## src/rtl/reaction_timer.sv

```systemverilog
// Per-target reaction timer: ms stopwatch with hit/miss statistics and a bit-serial average divider.
// States: IDLE (stats held, waiting for a session) | MEASURE (timing a target) | DIVIDE (timing + averaging)
module reaction_timer #(
  parameter int unsigned TICK_DIV   = 100000,
  parameter int unsigned TIMEOUT_MS = 2000,
  parameter int unsigned MAX_MS     = 9999
) (
  input  logic        clk,
  input  logic        rst,
  input  logic        start,
  input  logic        jump_start,
  input  logic        new_ball,
  output logic [13:0] last_ms,
  output logic [13:0] best_ms,
  output logic [13:0] avg_ms,
  output logic        avg_busy,
  output logic [7:0]  hit_count,
  output logic [7:0]  miss_count,
  output logic        timeout_pulse
);

  localparam int TW = (TICK_DIV > 1) ? $clog2(TICK_DIV) : 1;
  localparam logic [TW-1:0] TICK_LAST = TW'(TICK_DIV - 1);
  localparam logic [13:0]   MS_MAX    = 14'(MAX_MS);
  localparam logic [13:0]   MS_TO     = 14'(TIMEOUT_MS);
  localparam logic [21:0]   Q_MAX     = 22'(MAX_MS);
  localparam logic [4:0]    DIV_ITER  = 5'd22;

  typedef enum logic [1:0] {S_IDLE, S_MEASURE, S_DIVIDE} state_t;

  state_t        state_q, state_d;
  logic [TW-1:0] tick_q, tick_d;
  logic [13:0]   ms_q, ms_d, last_q, last_d, best_q, best_d, avg_q, avg_d;
  logic [7:0]    hit_q, hit_d, miss_q, miss_d;
  logic [21:0]   sum_q, sum_d, dvd_q, dvd_d;
  logic [7:0]    rem_q, rem_d, dsr_q, dsr_d;
  logic [4:0]    div_cnt_q, div_cnt_d;
  logic          pulse_q, pulse_d, redo_q, redo_d;

  logic        running, hit, timeout, qbit;
  logic [8:0]  trial;
  logic [7:0]  diff;
  logic [21:0] quo;
  logic [22:0] sum_ext;

  always_ff @(posedge clk) begin
    if (!rst) begin
      state_q   <= S_IDLE;
      tick_q    <= '0;
      ms_q      <= '0;
      last_q    <= '0;
      best_q    <= MS_MAX;
      avg_q     <= '0;
      hit_q     <= '0;
      miss_q    <= '0;
      sum_q     <= '0;
      dvd_q     <= '0;
      rem_q     <= '0;
      dsr_q     <= '0;
      div_cnt_q <= '0;
      pulse_q   <= 1'b0;
      redo_q    <= 1'b0;
    end else begin
      state_q   <= state_d;
      tick_q    <= tick_d;
      ms_q      <= ms_d;
      last_q    <= last_d;
      best_q    <= best_d;
      avg_q     <= avg_d;
      hit_q     <= hit_d;
      miss_q    <= miss_d;
      sum_q     <= sum_d;
      dvd_q     <= dvd_d;
      rem_q     <= rem_d;
      dsr_q     <= dsr_d;
      div_cnt_q <= div_cnt_d;
      pulse_q   <= pulse_d;
      redo_q    <= redo_d;
    end
  end

  always_comb begin
    state_d   = state_q;
    tick_d    = tick_q;
    ms_d      = ms_q;
    last_d    = last_q;
    best_d    = best_q;
    avg_d     = avg_q;
    hit_d     = hit_q;
    miss_d    = miss_q;
    sum_d     = sum_q;
    dvd_d     = dvd_q;
    rem_d     = rem_q;
    dsr_d     = dsr_q;
    div_cnt_d = div_cnt_q;
    pulse_d   = 1'b0;
    redo_d    = redo_q;

    running = (state_q != S_IDLE);
    hit     = running && new_ball;
    timeout = running && (ms_q == MS_TO) && !new_ball;
    // One restoring-divide step: shift the next dividend bit into the remainder.
    trial   = {rem_q, dvd_q[21]};
    qbit    = (trial >= {1'b0, dsr_q});
    diff    = trial[7:0] - dsr_q;
    quo     = {dvd_q[20:0], qbit};
    sum_ext = {1'b0, sum_q} + {9'd0, ms_q};

    if (running) begin
      if (tick_q == TICK_LAST) begin
        tick_d = '0;
        if (ms_q < MS_MAX) ms_d = ms_q + 14'd1;
      end else begin
        tick_d = tick_q + TW'(1);
      end
    end

    if (!start) begin
      state_d   = S_IDLE;
      redo_d    = 1'b0;
      div_cnt_d = '0;
    end else if (jump_start) begin
      state_d   = S_MEASURE;
      tick_d    = '0;
      ms_d      = '0;
      last_d    = '0;
      best_d    = MS_MAX;
      avg_d     = '0;
      hit_d     = '0;
      miss_d    = '0;
      sum_d     = '0;
      redo_d    = 1'b0;
      div_cnt_d = '0;
    end else if (running) begin
      if (hit) begin
        last_d = ms_q;
        best_d = (ms_q < best_q) ? ms_q : best_q;
        sum_d  = sum_ext[22] ? 22'h3F_FFFF : sum_ext[21:0];
        if (hit_q != 8'hFF) hit_d = hit_q + 8'd1;
        tick_d = '0;
        ms_d   = '0;
      end else if (timeout) begin
        pulse_d = 1'b1;
        if (miss_q != 8'hFF) miss_d = miss_q + 8'd1;
        tick_d = '0;
        ms_d   = '0;
      end

      if (state_q == S_MEASURE) begin
        if (hit) begin
          state_d   = S_DIVIDE;
          div_cnt_d = '0;
          redo_d    = 1'b0;
        end
      end else begin
        if (hit) redo_d = 1'b1;
        if (div_cnt_q == 5'd0) begin
          dvd_d     = sum_q;
          rem_d     = '0;
          dsr_d     = hit_q;
          div_cnt_d = DIV_ITER;
        end else begin
          dvd_d     = quo;
          rem_d     = qbit ? diff : trial[7:0];
          div_cnt_d = div_cnt_q - 5'd1;
          if (div_cnt_q == 5'd1) begin
            avg_d = (quo > Q_MAX) ? MS_MAX : quo[13:0];
            // A hit that arrived mid-divide forces a fresh pass over the updated sum.
            if (redo_q || hit) begin
              redo_d    = 1'b0;
              div_cnt_d = '0;
            end else begin
              state_d = S_MEASURE;
            end
          end
        end
      end
    end
  end

  always_comb begin
    last_ms       = last_q;
    best_ms       = best_q;
    avg_ms        = avg_q;
    avg_busy      = (state_q == S_DIVIDE);
    hit_count     = hit_q;
    miss_count    = miss_q;
    timeout_pulse = pulse_q;
  end

endmodule

```

## config.mk

```make
export PLATFORM = sky130hd
export DESIGN_NAME = reaction_timer
export DESIGN_NICKNAME = d
export VERILOG_FILES = /design/src/rtl/reaction_timer.sv
export SDC_FILE = /design/constraint.sdc
export NUM_CORES = 1
export LEC_CHECK = 0
export CELL_PAD_IN_SITES_DETAIL_PLACEMENT = 0
export CELL_PAD_IN_SITES_GLOBAL_PLACEMENT = 1
export CORE_MARGIN = 5
export CORE_UTILIZATION = 49
export DETAILED_ROUTE_END_ITERATION = 12
export DONT_BUFFER_PORTS = 1
export GPL_ROUTABILITY_DRIVEN = 0
export HOLD_SLACK_MARGIN = 0.12
export PLACE_DENSITY_LB_ADDON = 0.25
export REMOVE_ABC_BUFFERS = 1
export SETUP_SLACK_MARGIN = 0.2
export SLEW_MARGIN = 5
export SYNTH_ARGS = -nofsm -noshare
export SYNTH_HDL_FRONTEND = slang
export SYNTH_SLANG_ARGS = --single-unit
```

## constraint.sdc

```tcl
create_clock -name clk -period 3 [get_ports clk]
set_input_delay 0.6 -clock clk [delete_from_list [all_inputs] [get_ports clk]]
set_output_delay 0.6 -clock clk [all_outputs]
set_load 0.05 [all_outputs]
```

## Word-level counts from Yosys, hierarchy flattened

Cells that the tools add are included.

| operators by class | value |
|---|---|
| multiply operators | 0 |
| equality and inequality tests | 16 |
| order comparisons | 4 |
| divide/modulo/power cells | 0 |
| reductions and logical operators | 29 |
| shift operators | 0 |
| add/subtract/negate cells | 7 |
| muxes and demuxes | 63 |
| bitwise operators | 5 |

Operator list:

| operator | number |
|---|---|
| two-way mux 14 bit | 21 |
| two-way mux 17 bit | 7 |
| two-way mux 22 bit | 5 |
| two-way mux 8 bit | 11 |
| two-way mux 5 bit | 5 |
| AND reduction 5 bit | 5 |
| adder 22 x 14 -> 23 bit | 1 |
| greater-than comparator 22 x 14 -> 1 bit (second input constant) | 1 |
| nonzero test 2 bit | 9 |
| adder 17 x 1 -> 17 bit (second input constant) | 1 |
| equality test 17 bit (second input constant) | 1 |
| adder 8 x 1 -> 8 bit (second input constant) | 2 |
| inequality test 8 bit (second input constant) | 2 |
| adder 14 x 1 -> 14 bit (second input constant) | 1 |
| equality test 14 x 11 -> 1 bit (second input constant) | 1 |
| less-than comparator 14 bit | 1 |
| less-than comparator 14 bit (second input constant) | 1 |
| inequality test 2 bit (second input constant) | 6 |
| AND reduction 4 bit | 3 |
| two-way mux 2 bit | 5 |
| >= comparator 9 x 8 -> 1 bit | 1 |
| two-way mux 1 bit | 9 |
| inequality test 3 bit (second input constant) | 3 |
| subtractor 8 bit | 1 |
| other kinds (14) | 21 |

| storage, ports and cells | value |
|---|---|
| memories | 0 |
| word-level logic and storage cells | 140 |
| bits in registers | 158 |
| memory bits (read-only) | 0 |
| memory bits (writable) | 0 |
| bits in latches | 0 |

## Depth between registers and ports, before layout

| logic depth | value |
|---|---|
| depth in word-level cells | 9 |
| mapped depth | 10 |
| mapped depth without buffers | 9 |

## Least setup slack after synthesis

Ideal clock, no wire load.

| path | value |
|---|---|
| path kind | reg-to-reg |
| start | register best_q[7] (netlist: best_ms[7]) |
| end | register best_q[10] (netlist: best_ms[10]) |
| path buffers | 1 |
| setup time | 0.072 ns |
| setup slack | 0.586 ns |
| arrival | 2.342 ns |
| stages on the path, launching flop included | 10 |
| cells stage by stage | dfxtp_1 > inv_1 > ha_1 > a21o_1 > a21o_1 > a21oi_1 > o2111ai_1 > a21oi_2 > buf_2 > mux2i_1 |

| between the ends | value |
|---|---|
| longest elaborated chain between the ends | 3 |

Ends and longest elaborated chain:

| element | RTL line | RTL |
|---|---|---|
| from (decl) | 33 | `logic [13:0] ms_q, ms_d, last_q, last_d, best_q, best_d, avg_q, avg_d;` |
| from (signal assigned) | 68 | `best_q <= best_d;` |
| less-than comparator 14 bit | 137 | `best_d = (ms_q < best_q) ? ms_q : best_q;` |
| nonzero test 2 bit (no source line) | - |  |
| AND reduction 4 bit (no source line) | - |  |

Every way passes these cells.
A chain may end at the register's enable or synchronous reset.

## Worst setup path after layout

| path | value |
|---|---|
| start | register sum_q[0] |
| end | register sum_q[18] |

| between the ends | value |
|---|---|
| longest elaborated chain between the ends | 5 |

Ends and longest elaborated chain:

| element | RTL line | RTL |
|---|---|---|
| from (decl) | 35 | `logic [21:0] sum_q, sum_d, dvd_q, dvd_d;` |
| from (signal assigned) | 72 | `sum_q <= sum_d;` |
| adder 22 x 14 -> 23 bit | 107 | `sum_ext = {1'b0, sum_q} + {9'd0, ms_q};` |
| two-way mux 22 bit | 138 | `sum_d = sum_ext[22] ? 22'h3F_FFFF : sum_ext[21:0];` |
| two-way mux 22 bit | 135 | `if (hit) begin` |
| two-way mux 22 bit | 134 | `end else if (running) begin` |
| two-way mux 22 bit | 122 | `end else if (jump_start) begin` |

Every way passes these cells. The select of a mux whose other input is x is not followed.

==> results.toml <==
[logic_synthesis]
synthFlopType = "dfxtp_1"
synth_warnings = 0
postSynthAreaPerCell_um2 = 8.66
synth_edf_count = 0
async_reset_ff_share_pct = 0
syn_inst = 967
ys_seq_elements = 158
synth.distinct_cells = 79
syn_area_um2 = 8370
ys_seq_area_share_pct = 37.8

[detailed_routing]
drcViolationCount = 0
viasPerCell = 5.64
vias = 6871
dr.pass1.iters = 4
wl_per_cell_um = 16.4
ant_nets = 0
wl_mm = 20.0
drtIter0Drc = 455

[clock_network]
clockRootBuffer = "clkbuf_16"
clk_pin_slew_ps = 60
clk_latency_ps = 420
cts_htree_levels = 4
hold_buffers = 0
numClockSinks = 158
cts_buffers = 17
post_cts_buffers = 0
ctsLongestPathBuffers = 2
tritoncts = "built"

[finish]
fin_util_pct = 55.7
antennaDiodeCount = 0
nets = 1036
drive_above_1_share_pct = 11.5
syn2layout_area_growth_pct = 11.2
final_cell_mix = "dfxtp_1, nand2_1, nor2_1"
final_common_cell = "dfxtp_1"

[die]
core_um2 = 16700
dieArea_um2 = 19800
die_y_um = 141
start_util_pct = 50.1
rows = 47
die_x_um = 141
ioPinCount = 65

[global_route]
first_global_vias = 6528
grt_max_degree = 67
grt_use_total_pct = 20.5
grt_pass1_wl_mm = 33.5
antenna_found_initial = 0
gr-total-overflow = 0

[timing]
fin_crit_sh_pct = 85.6
fmax_mhz = 390
hold_viol = 0
rsz0062_at_grt = "false"
maxSlewHeadroom_pct = 34.5
fin_tns_setup_ps = 0
drv_slew = 0
period_needed_ps = 2570
setup_violations = 0
finClkSkew_ps = 10.6
worst_pin_slew_ps = 981

[power]
p_sw_mw = 0.931
pwr_density_cell_nw_per_um2 = 447
ir_worst_vdd_mv = 0.412
p_int_mw = 3.23
clkPwrFrac_pct = 46.9
comb_power_share_pct = 2.4
leakage_nw = 4.03
swShare_pct = 22.4
total_power_mw = 4.16
pwr-share-seq_pct = 50.7

[worst_setup_path]
required_ps = 3270
critPathCaptureType = "register"
r2r_slack_ps = 430
cpMaxStageDelayCell = "fa_1"
worst-path-buf-inv = 1
reg2regPathDepth = 9
startpoint_type = "register"
r2r_start = "sum_q[0]$_SDFFE_PN0P_"
rr_endpoint = "sum_q[18]$_SDFFE_PN0P_"
worst-path-max-fanout = 5
critPathTopFamily = "simple AND/OR/NAND/NOR gates"
cpPeakStageDelay_ps = 390
crit_arrival_ps = 2830
path_class = "reg2reg"
cp_cell_sequence = "ha_1, inv_1, fa_1, nand2b_1, a211oi_1, o211ai_1, and2_1, nor4_1, nor3_1"

[min_path]
hold_start = "new_ball"
hold_path.class = "in2reg"
hold_end = "timeout_pulse$_SDFF_PP0_"
hold_depth = 1

[placed_design]
numPortBuffers = 0
dp_hpwl_mm = 14.4

[flow_run]
cap_viol_max_count = 0

[run_status]
status = "complete, no violations"
## through the flow
stage	std cells	cell area [um^2]	setup slack, ps	hold slack (ps)
floorplan	919	8130	338	435
detailed placement	1188	8770	413	457
global route	1219	9310	209	243
finish	1219	9310	433	262
CTS	1219	9300	400	236
global placement	1188	8770	488	451
## layout make-up
class / instances / area, um^2
clock inverter: 9 / 62.6
clock buffer: 22 / 464
timing repair buffer: 49 / 368
fill: 1554 / 7390
inverter: 35 / 131
tap: 220 / 275
sequential: 158 / 3160
multi-input combinational: 726 / 4840
## kinds of logic (layout without fill, tap and decap cells)
kind of cell             after synthesis  after routing  synth area share (%)
AND/OR/NAND/NOR                      373            373                  22.2
AO/OA/AOI/OAI                        220            220                  18.7
flip-flops                           158            158                  37.8
buffers and inverters                 83            115                  4.50
XOR/XNOR                              45             45                  4.71
adder cells (fa/ha/maj)               44             44                  6.76
multiplexers                          44             44                  5.29
## power groups by stage
stage	registers [mW]	logic [mW]	clock network, mW
2_1_floorplan	2.16	0.0613	0
3_3_place_gp	2.15	0.0998	0
3_5_place_dp	2.15	0.0999	0
4_1_cts	2.11	0.100	2.00
5_1_grt	2.11	0.109	2.09
6_report	2.11	0.0988	1.95
## flip-flops by register name, indices dropped and copies added (netlist names), 14 cells and up
register	count
best_ms	14
sum_q	22
tick_q	17
ms_q	14
last_ms	14
avg_ms	14
dvd_q	22
## Yosys cell counts, drive strengths merged, types with 15 or more instances
cell type  count  area, um^2
dfxtp        158        3160
a21oi         48         248
nor2          84         325
xor2          31         272
nand4         24         150
buf           26         163
nor2b         26         163
o21ai         48         248
o211a         21         210
nand3         23         115
a22oi         15         113
and2          17         111
nand2        121         457
inv           35         131
mux2i         42         420
ha            42         526
nor3          16        80.1
clkbuf        22        82.6
## routing by layer
metal	vias to the layer above	track usage, %	share of wire [%]
li1	3499	-	-
met1	3219	28.0	48
met2	131	33.2	46
met3	22	4.61	5.1
met4	0	5.20	1.1
met5	-	0	0
## how the worst max path moves through the flow
stage,from,end,slack [ps],depth (start not counted)
floorplan,div_cnt_q[0]$_SDFFE_PP0P_,dsr_q[2]$_SDFFE_PN0P_,340,7
global placement,dsr_q[1]$_SDFFE_PN0P_,avg_ms[0]$_SDFFE_PN0P_,490,8
detailed placement,sum_q[0]$_SDFFE_PN0P_,sum_q[7]$_SDFFE_PN0P_,410,10
CTS,sum_q[0]$_SDFFE_PN0P_,sum_q[7]$_SDFFE_PN0P_,400,10
global route,sum_q[0]$_SDFFE_PN0P_,sum_q[18]$_SDFFE_PN0P_,210,9
finish,sum_q[0]$_SDFFE_PN0P_,sum_q[18]$_SDFFE_PN0P_,430,9
## timing repair
item	CTS	global route
endpoints found under the hold margin	0	0
endpoints found under the setup margin	0	2
gates resized for setup	0	2
(Power assumes the default switching activity.)
